<file path="src/rtl/reaction_game_ctrl.sv">
// Reaction-time game controller: two players, ROUNDS trials each, averaged.
// Optional early-press foul detection is enabled with `define FOUL_DETECT_EN.
module reaction_game_ctrl #(
    parameter int ROUNDS       = 4,
    parameter int MIN_WAIT_MS  = 1000,
    parameter int WAIT_STEP_MS = 100,
    parameter int HOLD_MS      = 2000,
    parameter int MAX_TIME     = 999
) (
    input  logic       clk,
    input  logic       rstn,
    input  logic       tick_1ms,
    input  logic       btn_start,
    input  logic       btn_react,
    input  logic [3:0] rand_val,
    output logic [2:0] machine_state,
    output logic       cur_player,
    output logic [9:0] react_time,
    output logic [9:0] avr_react_time_A,
    output logic [9:0] avr_react_time_B,
    output logic       led_go,
    output logic       foul
);

    localparam int LOG2R = $clog2(ROUNDS);
    localparam int SUMW  = 10 + LOG2R;
    localparam int RW    = LOG2R + 1;
    localparam int WMAX  = MIN_WAIT_MS + 15 * WAIT_STEP_MS;
    localparam int CMAX  = (WMAX > HOLD_MS) ? WMAX : HOLD_MS;
    localparam int CNTW  = $clog2(CMAX + 1);

    localparam logic [CNTW-1:0] HOLD_LAST = CNTW'(HOLD_MS - 1);
    localparam logic [9:0]      MAX_T     = 10'(MAX_TIME);
    localparam logic [RW-1:0]   ROUNDS_C  = RW'(ROUNDS);

    typedef enum logic [2:0] {
        IDLE     = 3'd0,
        WAIT     = 3'd1,
        CLR_CNT1 = 3'd2,
        START    = 3'd3,
        STORAGE  = 3'd4,
        CLR_CNT2 = 3'd5,
        AVERAGE  = 3'd6,
        COMPARE  = 3'd7
    } state_t;

    state_t          state_q, state_d;
    logic            cur_q, cur_d;
    logic [9:0]      react_q, react_d;
    logic [9:0]      avg_a_q, avg_a_d;
    logic [9:0]      avg_b_q, avg_b_d;
    logic [SUMW-1:0] sum_a_q, sum_a_d;
    logic [SUMW-1:0] sum_b_q, sum_b_d;
    logic [RW-1:0]   round_q, round_d;
    logic [CNTW-1:0] ms_q, ms_d;
    logic [3:0]      rand_q, rand_d;
    logic            led_q, led_d;
    logic            foul_q, foul_d;
    logic [CNTW-1:0] wait_last;

    assign wait_last = CNTW'(MIN_WAIT_MS)
                     + CNTW'(rand_q) * CNTW'(WAIT_STEP_MS)
                     - CNTW'(1);

    // State and datapath registers; reset discards every accumulated result.
    always_ff @(posedge clk or negedge rstn) begin
        if (!rstn) begin
            state_q <= IDLE;
            cur_q   <= 1'b1;
            react_q <= '0;
            avg_a_q <= '0;
            avg_b_q <= '0;
            sum_a_q <= '0;
            sum_b_q <= '0;
            round_q <= '0;
            ms_q    <= '0;
            rand_q  <= '0;
            led_q   <= 1'b0;
            foul_q  <= 1'b0;
        end else begin
            state_q <= state_d;
            cur_q   <= cur_d;
            react_q <= react_d;
            avg_a_q <= avg_a_d;
            avg_b_q <= avg_b_d;
            sum_a_q <= sum_a_d;
            sum_b_q <= sum_b_d;
            round_q <= round_d;
            ms_q    <= ms_d;
            rand_q  <= rand_d;
            led_q   <= led_d;
            foul_q  <= foul_d;
        end
    end

    // Next-state and next-datapath decode for the game sequence.
    always_comb begin
        state_d = state_q;
        cur_d   = cur_q;
        react_d = react_q;
        avg_a_d = avg_a_q;
        avg_b_d = avg_b_q;
        sum_a_d = sum_a_q;
        sum_b_d = sum_b_q;
        round_d = round_q;
        ms_d    = ms_q;
        rand_d  = rand_q;
        foul_d  = 1'b0;
        unique case (state_q)
            IDLE: begin
                if (btn_start) begin
                    state_d = WAIT;
                    cur_d   = 1'b1;
                    round_d = '0;
                    sum_a_d = '0;
                    sum_b_d = '0;
                    avg_a_d = '0;
                    avg_b_d = '0;
                    react_d = '0;
                    ms_d    = '0;
                    rand_d  = rand_val;
                end
            end
            WAIT: begin
`ifdef FOUL_DETECT_EN
                if (btn_react) begin
                    foul_d = 1'b1;
                    rand_d = rand_val;
                    ms_d   = '0;
                end else if (tick_1ms) begin
                    if (ms_q == wait_last) begin
                        ms_d    = '0;
                        state_d = CLR_CNT1;
                    end else begin
                        ms_d = ms_q + CNTW'(1);
                    end
                end
`else
                if (tick_1ms) begin
                    if (ms_q == wait_last) begin
                        ms_d    = '0;
                        state_d = CLR_CNT1;
                    end else begin
                        ms_d = ms_q + CNTW'(1);
                    end
                end
`endif
            end
            CLR_CNT1: begin
                react_d = '0;
                ms_d    = '0;
                state_d = START;
            end
            START: begin
                if (btn_react || react_q == MAX_T) begin
                    state_d = STORAGE;
                    ms_d    = '0;
                    round_d = round_q + RW'(1);
                    if (cur_q) begin
                        sum_a_d = sum_a_q + SUMW'(react_q);
                    end else begin
                        sum_b_d = sum_b_q + SUMW'(react_q);
                    end
                end else if (tick_1ms) begin
                    react_d = react_q + 10'd1;
                end
            end
            STORAGE: begin
                if (tick_1ms) begin
                    if (ms_q == HOLD_LAST) begin
                        ms_d = '0;
                        if (round_q == ROUNDS_C) begin
                            state_d = AVERAGE;
                            if (cur_q) begin
                                avg_a_d = sum_a_q[SUMW-1:LOG2R];
                            end else begin
                                avg_b_d = sum_b_q[SUMW-1:LOG2R];
                            end
                        end else begin
                            state_d = CLR_CNT2;
                        end
                    end else begin
                        ms_d = ms_q + CNTW'(1);
                    end
                end
            end
            CLR_CNT2: begin
                ms_d    = '0;
                react_d = '0;
                rand_d  = rand_val;
                state_d = WAIT;
            end
            AVERAGE: begin
                if (tick_1ms) begin
                    if (ms_q == HOLD_LAST) begin
                        ms_d = '0;
                        if (cur_q) begin
                            cur_d   = 1'b0;
                            round_d = '0;
                            state_d = CLR_CNT2;
                        end else begin
                            state_d = COMPARE;
                        end
                    end else begin
                        ms_d = ms_q + CNTW'(1);
                    end
                end
            end
            COMPARE: begin
                if (btn_start) begin
                    state_d = IDLE;
                    cur_d   = 1'b1;
                    round_d = '0;
                    sum_a_d = '0;
                    sum_b_d = '0;
                    avg_a_d = '0;
                    avg_b_d = '0;
                    react_d = '0;
                    ms_d    = '0;
                end
            end
            default: state_d = IDLE;
        endcase
        led_d = (state_d == START);
    end

    assign machine_state    = state_q;
    assign cur_player       = cur_q;
    assign react_time       = react_q;
    assign avr_react_time_A = avg_a_q;
    assign avr_react_time_B = avg_b_q;
    assign led_go           = led_q;
    assign foul             = foul_q;

endmodule

</file>
<file path="config.mk">
export PLATFORM = sky130hd
export DESIGN_NAME = reaction_game_ctrl
export DESIGN_NICKNAME = d
export VERILOG_FILES = /design/src/rtl/reaction_game_ctrl.sv
export SDC_FILE = /design/constraint.sdc
export NUM_CORES = 1
export LEC_CHECK = 0
export ABC_AREA = 0
export CORE_AREA = 10 10 101 112
export DETAILED_ROUTE_END_ITERATION = 10
export DIE_AREA = 0 0 111 122
export HOLD_SLACK_MARGIN = 0.15
export PLACE_DENSITY = 0.8
export SETUP_SLACK_MARGIN = 0.5
export SLEW_MARGIN = 20
export SYNTH_ARGS = -nofsm -noshare
export SYNTH_HDL_FRONTEND = slang
export SYNTH_SLANG_ARGS = --single-unit
</file>
<file path="constraint.sdc">
create_clock -name clk -period 5.1 [get_ports clk]
set_clock_uncertainty 0.2 [all_clocks]
set_input_delay 0.765 -clock clk [delete_from_list [all_inputs] [get_ports clk]]
set_output_delay 0.765 -clock clk [all_outputs]
set_load 0.005 [all_outputs]
</file>
==> results_tabular.tex <==
\begin{tabular}{lr}
\hline
Metric & Value \\
\hline
\multicolumn{2}{l}{\textbf{Die}} \\
Horizontal extent of the die & 111 µm \\
Effective utilization at floorplan & 57.09\% \\
Number of top-level pins & 45 \\
Placement Rows & 37 \\
Die H & 122 µm \\
Area enclosed by the die boundary & 13540 µm² \\
Core box area & slightly above 9000 µm² \\
\multicolumn{2}{l}{\textbf{Place}} \\
Count of input and output buffers & 43 \\
Placement-stage cell area & about 5700 µm² \\
Routability Congestion & 0.8810 \\
Detailed-placement wirelength estimate & 8604 µm \\
\multicolumn{2}{l}{\textbf{GRT}} \\
Global-route wire length before repair & 19800 µm \\
Total Routing Usage GR & approximately 17\% \\
Maximum number of pins on one net before global-route repair & between 70 and 80 \\
Antenna violations before repair & 0 \\
Remaining Overflow, GRT & 0 \\
Number of global-route vias before repair & roughly 4200 \\
\multicolumn{2}{l}{\textbf{Clock network}} \\
Clk sink count & 78 \\
Post-CTS Setup Bufs & 0 \\
CTS tree & done \\
CTS Buf Count & 9 \\
Quantity of hold-fixing buffers added after cts & 0 \\
Post-CTS clock slew at the launch and capture registers of the worst setup and hold paths & 0.08 ns \\
Clock root buffer master & sky130\_fd\_sc\_hd\_\_clkbuf\_8 \\
Post-CTS sizing & 0 \\
Clock insertion delay at the later pin of the skew report & 0.36 ns \\
Maximum level of the CTS H-tree & 3 \\
Max Root-Sink Buffers & 2 \\
\multicolumn{2}{l}{\textbf{Cells and area}} \\
Sequential cell area & 1953 µm² \\
Final net count & 643 \\
Final cell utilization of the core & 64.01\% \\
Number of filler instances in the final layout & 730 \\
Fraction of final layout cells sized beyond drive strength 1 & 7.309\% \\
Multi-input gate area & 2987 µm² \\
Antenna Cells & 0 \\
Layout-stage area growth over the synthesis result & 12.14\% \\
Fin area & 5838 µm² \\
\multicolumn{2}{l}{\textbf{Critical path}} \\
CP max-delay cell & sky130\_fd\_sc\_hd\_\_or3b\_1 \\
Nature of the critical path endpoint & register \\
Crit path largest cell delay & 0.53 ns \\
CP bufs+invs & 0 \\
WS Path Type & reg2reg \\
Reg2reg path depth & 10 \\
Type of origin of the critical path & register \\
Critical Path Fanout Max & 10 \\
CP Data Required Time & slightly above 5 ns \\
Critical path cell sequence & ha\_1 > ha\_1 > fa\_1 > a21oi\_1 > xor3\_1 > a211o\_2 > and3\_4 > o41a\_1 > or3b\_1 > a32o\_2 \\
Arrival time of the worst setup path & 4.07 ns \\
Most frequent CP cell & sky130\_fd\_sc\_hd\_\_ha\_1 \\
Cell family with the largest share of critical-path delay & compound AO/OA/AOI/OAI gates \\
Critical path depth in cells & 10 \\
\multicolumn{2}{l}{\textbf{Power and ir drop}} \\
Reported leakage power & about 2.7 nW \\
Peak ir drop on the vdd network & 0.4690 mV \\
Power density over the cells & 493.7 nW/µm² \\
\multicolumn{2}{l}{\textbf{Detailed routing}} \\
Post-DR vias/cell & 5.921 \\
Number of iterations in the first detailed-routing pass & 7 \\
Detailed-route wire length per cell & $\sim$17 µm \\
Violation count after the first detailed-route iteration & $\sim$340 \\
Count of unresolved DRC violations after routing & 0 \\
Post-route antenna net violation count & 0 \\
Final WL & 11890 µm \\
DR vias & 4257 \\
\multicolumn{2}{l}{\textbf{Logic synthesis}} \\
Count of flip-flops with a built-in enable after synthesis & 0 \\
Share of the yosys chip area belonging to registers & 37.52\% \\
Yosys reg bits & 78 \\
Share of synthesized flip-flops with an asynchronous set or reset & 100.0\% \\
Post-Syn Area per Cell & between 9 and 10 µm² \\
Number of distinct standard cells referenced by the synthesized netlist & 78 \\
Gate count after technology mapping & $\sim$570 \\
Ys Warns & 0 \\
Most used flip-flop cell after synthesis & sky130\_fd\_sc\_hd\_\_dfrtp\_1 \\
Mapped Area & 5206 µm² \\
Total nets after synthesis & 611 \\
\multicolumn{2}{l}{\textbf{Status}} \\
Result of the run & finished, final reports clean \\
\multicolumn{2}{l}{\textbf{STA}} \\
Max transition margin & roughly 27\% \\
Unrepaired setup endpoints after global routing & false \\
Hold violation total from the final report & 0 \\
Final min period & 4.020 ns \\
Share of the clock period used by the worst path & 78.82\% \\
Number of endpoints failing setup at the final stage & 0 \\
Slew Limit Fails & 0 \\
Final total negative setup slack & 0 ns \\
Maximum operating frequency & 248.8 MHz \\
Worst Tran Pin Value & 1.089 ns \\
\multicolumn{2}{l}{\textbf{Worst hold path}} \\
Tightest Hold Check Type & in2async \\
\multicolumn{2}{l}{\textbf{Job}} \\
Max Cap Viol & 0 \\
\hline
\end{tabular}
-- cell usage in the layout, fill, tap and decap left out, types with 16 or more instances in the layout --
master                            synthesis  routed
sky130_fd_sc_hd__dfrtp_1                 77      77
sky130_fd_sc_hd__nor2_1                  43      42
sky130_fd_sc_hd__o21ai_0                 35      35
sky130_fd_sc_hd__xnor2_1                 20      20
sky130_fd_sc_hd__clkdlybuf4s50_1          0      42
sky130_fd_sc_hd__nand2_1                 72      72
sky130_fd_sc_hd__mux2i_1                 21      21
sky130_fd_sc_hd__a21oi_1                 24      23
sky130_fd_sc_hd__inv_1                   34      34
sky130_fd_sc_hd__ha_1                    34      34
sky130_fd_sc_hd__o31ai_1                 16      16
-- area by class of cell --
class	count	area share [%]
multi-input combinational	428	51.16
sequential	78	33.45
timing repair buffer	46	7.930
clock buffer	15	2.679
tap	117	2.507
inverter	34	2.186
clock inverter	1	0.08573
-- cell usage after synthesis (6+ instances only) --
cell,count,area share (%)
sky130_fd_sc_hd__nand2b_1,7,0.84
sky130_fd_sc_hd__xnor2_1,20,3.4
sky130_fd_sc_hd__mux2i_1,21,4.0
sky130_fd_sc_hd__nand2_1,72,5.2
sky130_fd_sc_hd__o21ai_0,35,3.4
sky130_fd_sc_hd__clkbuf_1,13,0.94
sky130_fd_sc_hd__nand3_1,11,1.1
sky130_fd_sc_hd__a21o_1,9,1.3
sky130_fd_sc_hd__a32o_1,10,1.9
sky130_fd_sc_hd__nor3_1,8,0.77
sky130_fd_sc_hd__ha_1,34,8.2
sky130_fd_sc_hd__and3_1,6,0.72
sky130_fd_sc_hd__nand4_1,7,0.84
sky130_fd_sc_hd__nor2_1,43,3.1
sky130_fd_sc_hd__nor2b_1,7,0.84
sky130_fd_sc_hd__xor2_1,8,1.3
sky130_fd_sc_hd__dfrtp_1,77,37
sky130_fd_sc_hd__o31ai_1,16,2.3
sky130_fd_sc_hd__a21oi_1,24,2.3
sky130_fd_sc_hd__inv_1,34,2.5
-- routing by layer --
| layer | track usage (%) | vias up | wire (µm) |
|---|---|---|---|
| met5 | 0 | - | 0 |
| met4 | 6.352 | 0 | 153 |
| met3 | 3.884 | 15 | 697 |
| met2 | 31.60 | 128 | 6185 |
| met1 | 19.50 | 2028 | 4854 |
| li1 | - | 2086 | - |
-- worst paths after layout --
kind | endpoint | slack, ns | start
max | ms_q[10]$_DFFE_PN0P_ | 1.08 | rand_q[0]$_DFFE_PN0P_
min | avr_react_time_A[0]$_DFFE_PN0P_ | 0.20 | rstn
max reg2reg | ms_q[10]$_DFFE_PN0P_ | 1.08 | rand_q[0]$_DFFE_PN0P_
min reg2reg | avr_react_time_B[8]$_DFFE_PN0P_ | 0.29 | avr_react_time_B[8]$_DFFE_PN0P_
max in group asynchronous | cur_player$_DFFE_PN1P_ | 3.85 | rstn
min in group clk | avr_react_time_B[8]$_DFFE_PN0P_ | 0.29 | avr_react_time_B[8]$_DFFE_PN0P_
-- where the power goes --
part	internal, mW	leakage [nW]	total [mW]	switching (mW)
logic	0.730	1.60	1.51	0.782
clock network	0.191	0.0817	0.413	0.222
registers	0.783	1.01	0.958	0.175
total	1.70	2.69	2.88	1.18
-- state kept, by name, indices dropped and copies added, names as in the netlist --
register and cells:
react_time 10, ms_q 12, sum_a_q 12, rand_q 4
round_q 3, cur_player 1, avr_react_time_A 10, led_go 1
sum_b_q 12, machine_state 3, avr_react_time_B 10
-- through the flow --
step / total power, mW / hold slack (ns) / cells / setup slack [ns]
after global routing: 3.118 / 0.2405 / 719 / 0.9929
after floorplan: 2.066 / 0.2538 / 565 / 1.450
after global placement: 2.400 / 0.2680 / 702 / 1.260
after CTS: 2.897 / 0.3016 / 718 / 1.114
final: 2.882 / 0.1952 / 719 / 1.080
after detailed placement: 2.484 / 0.2843 / 702 / 1.149
-- cells by family (layout without fill, tap and decap cells) --
logic type	count (synthesis)	count (layout)	share of synthesized area [%]
buf+inv	59	96	5.239
flops	78	78	37.52
other cells	1	1	0.07203
xor+xnor	30	30	5.480
mux	26	26	5.119
fa+ha+maj	37	37	9.325
compound gates	141	141	19.23
simple gates	193	193	18.02
No activity file was read; power rests on OpenSTA's default activity.
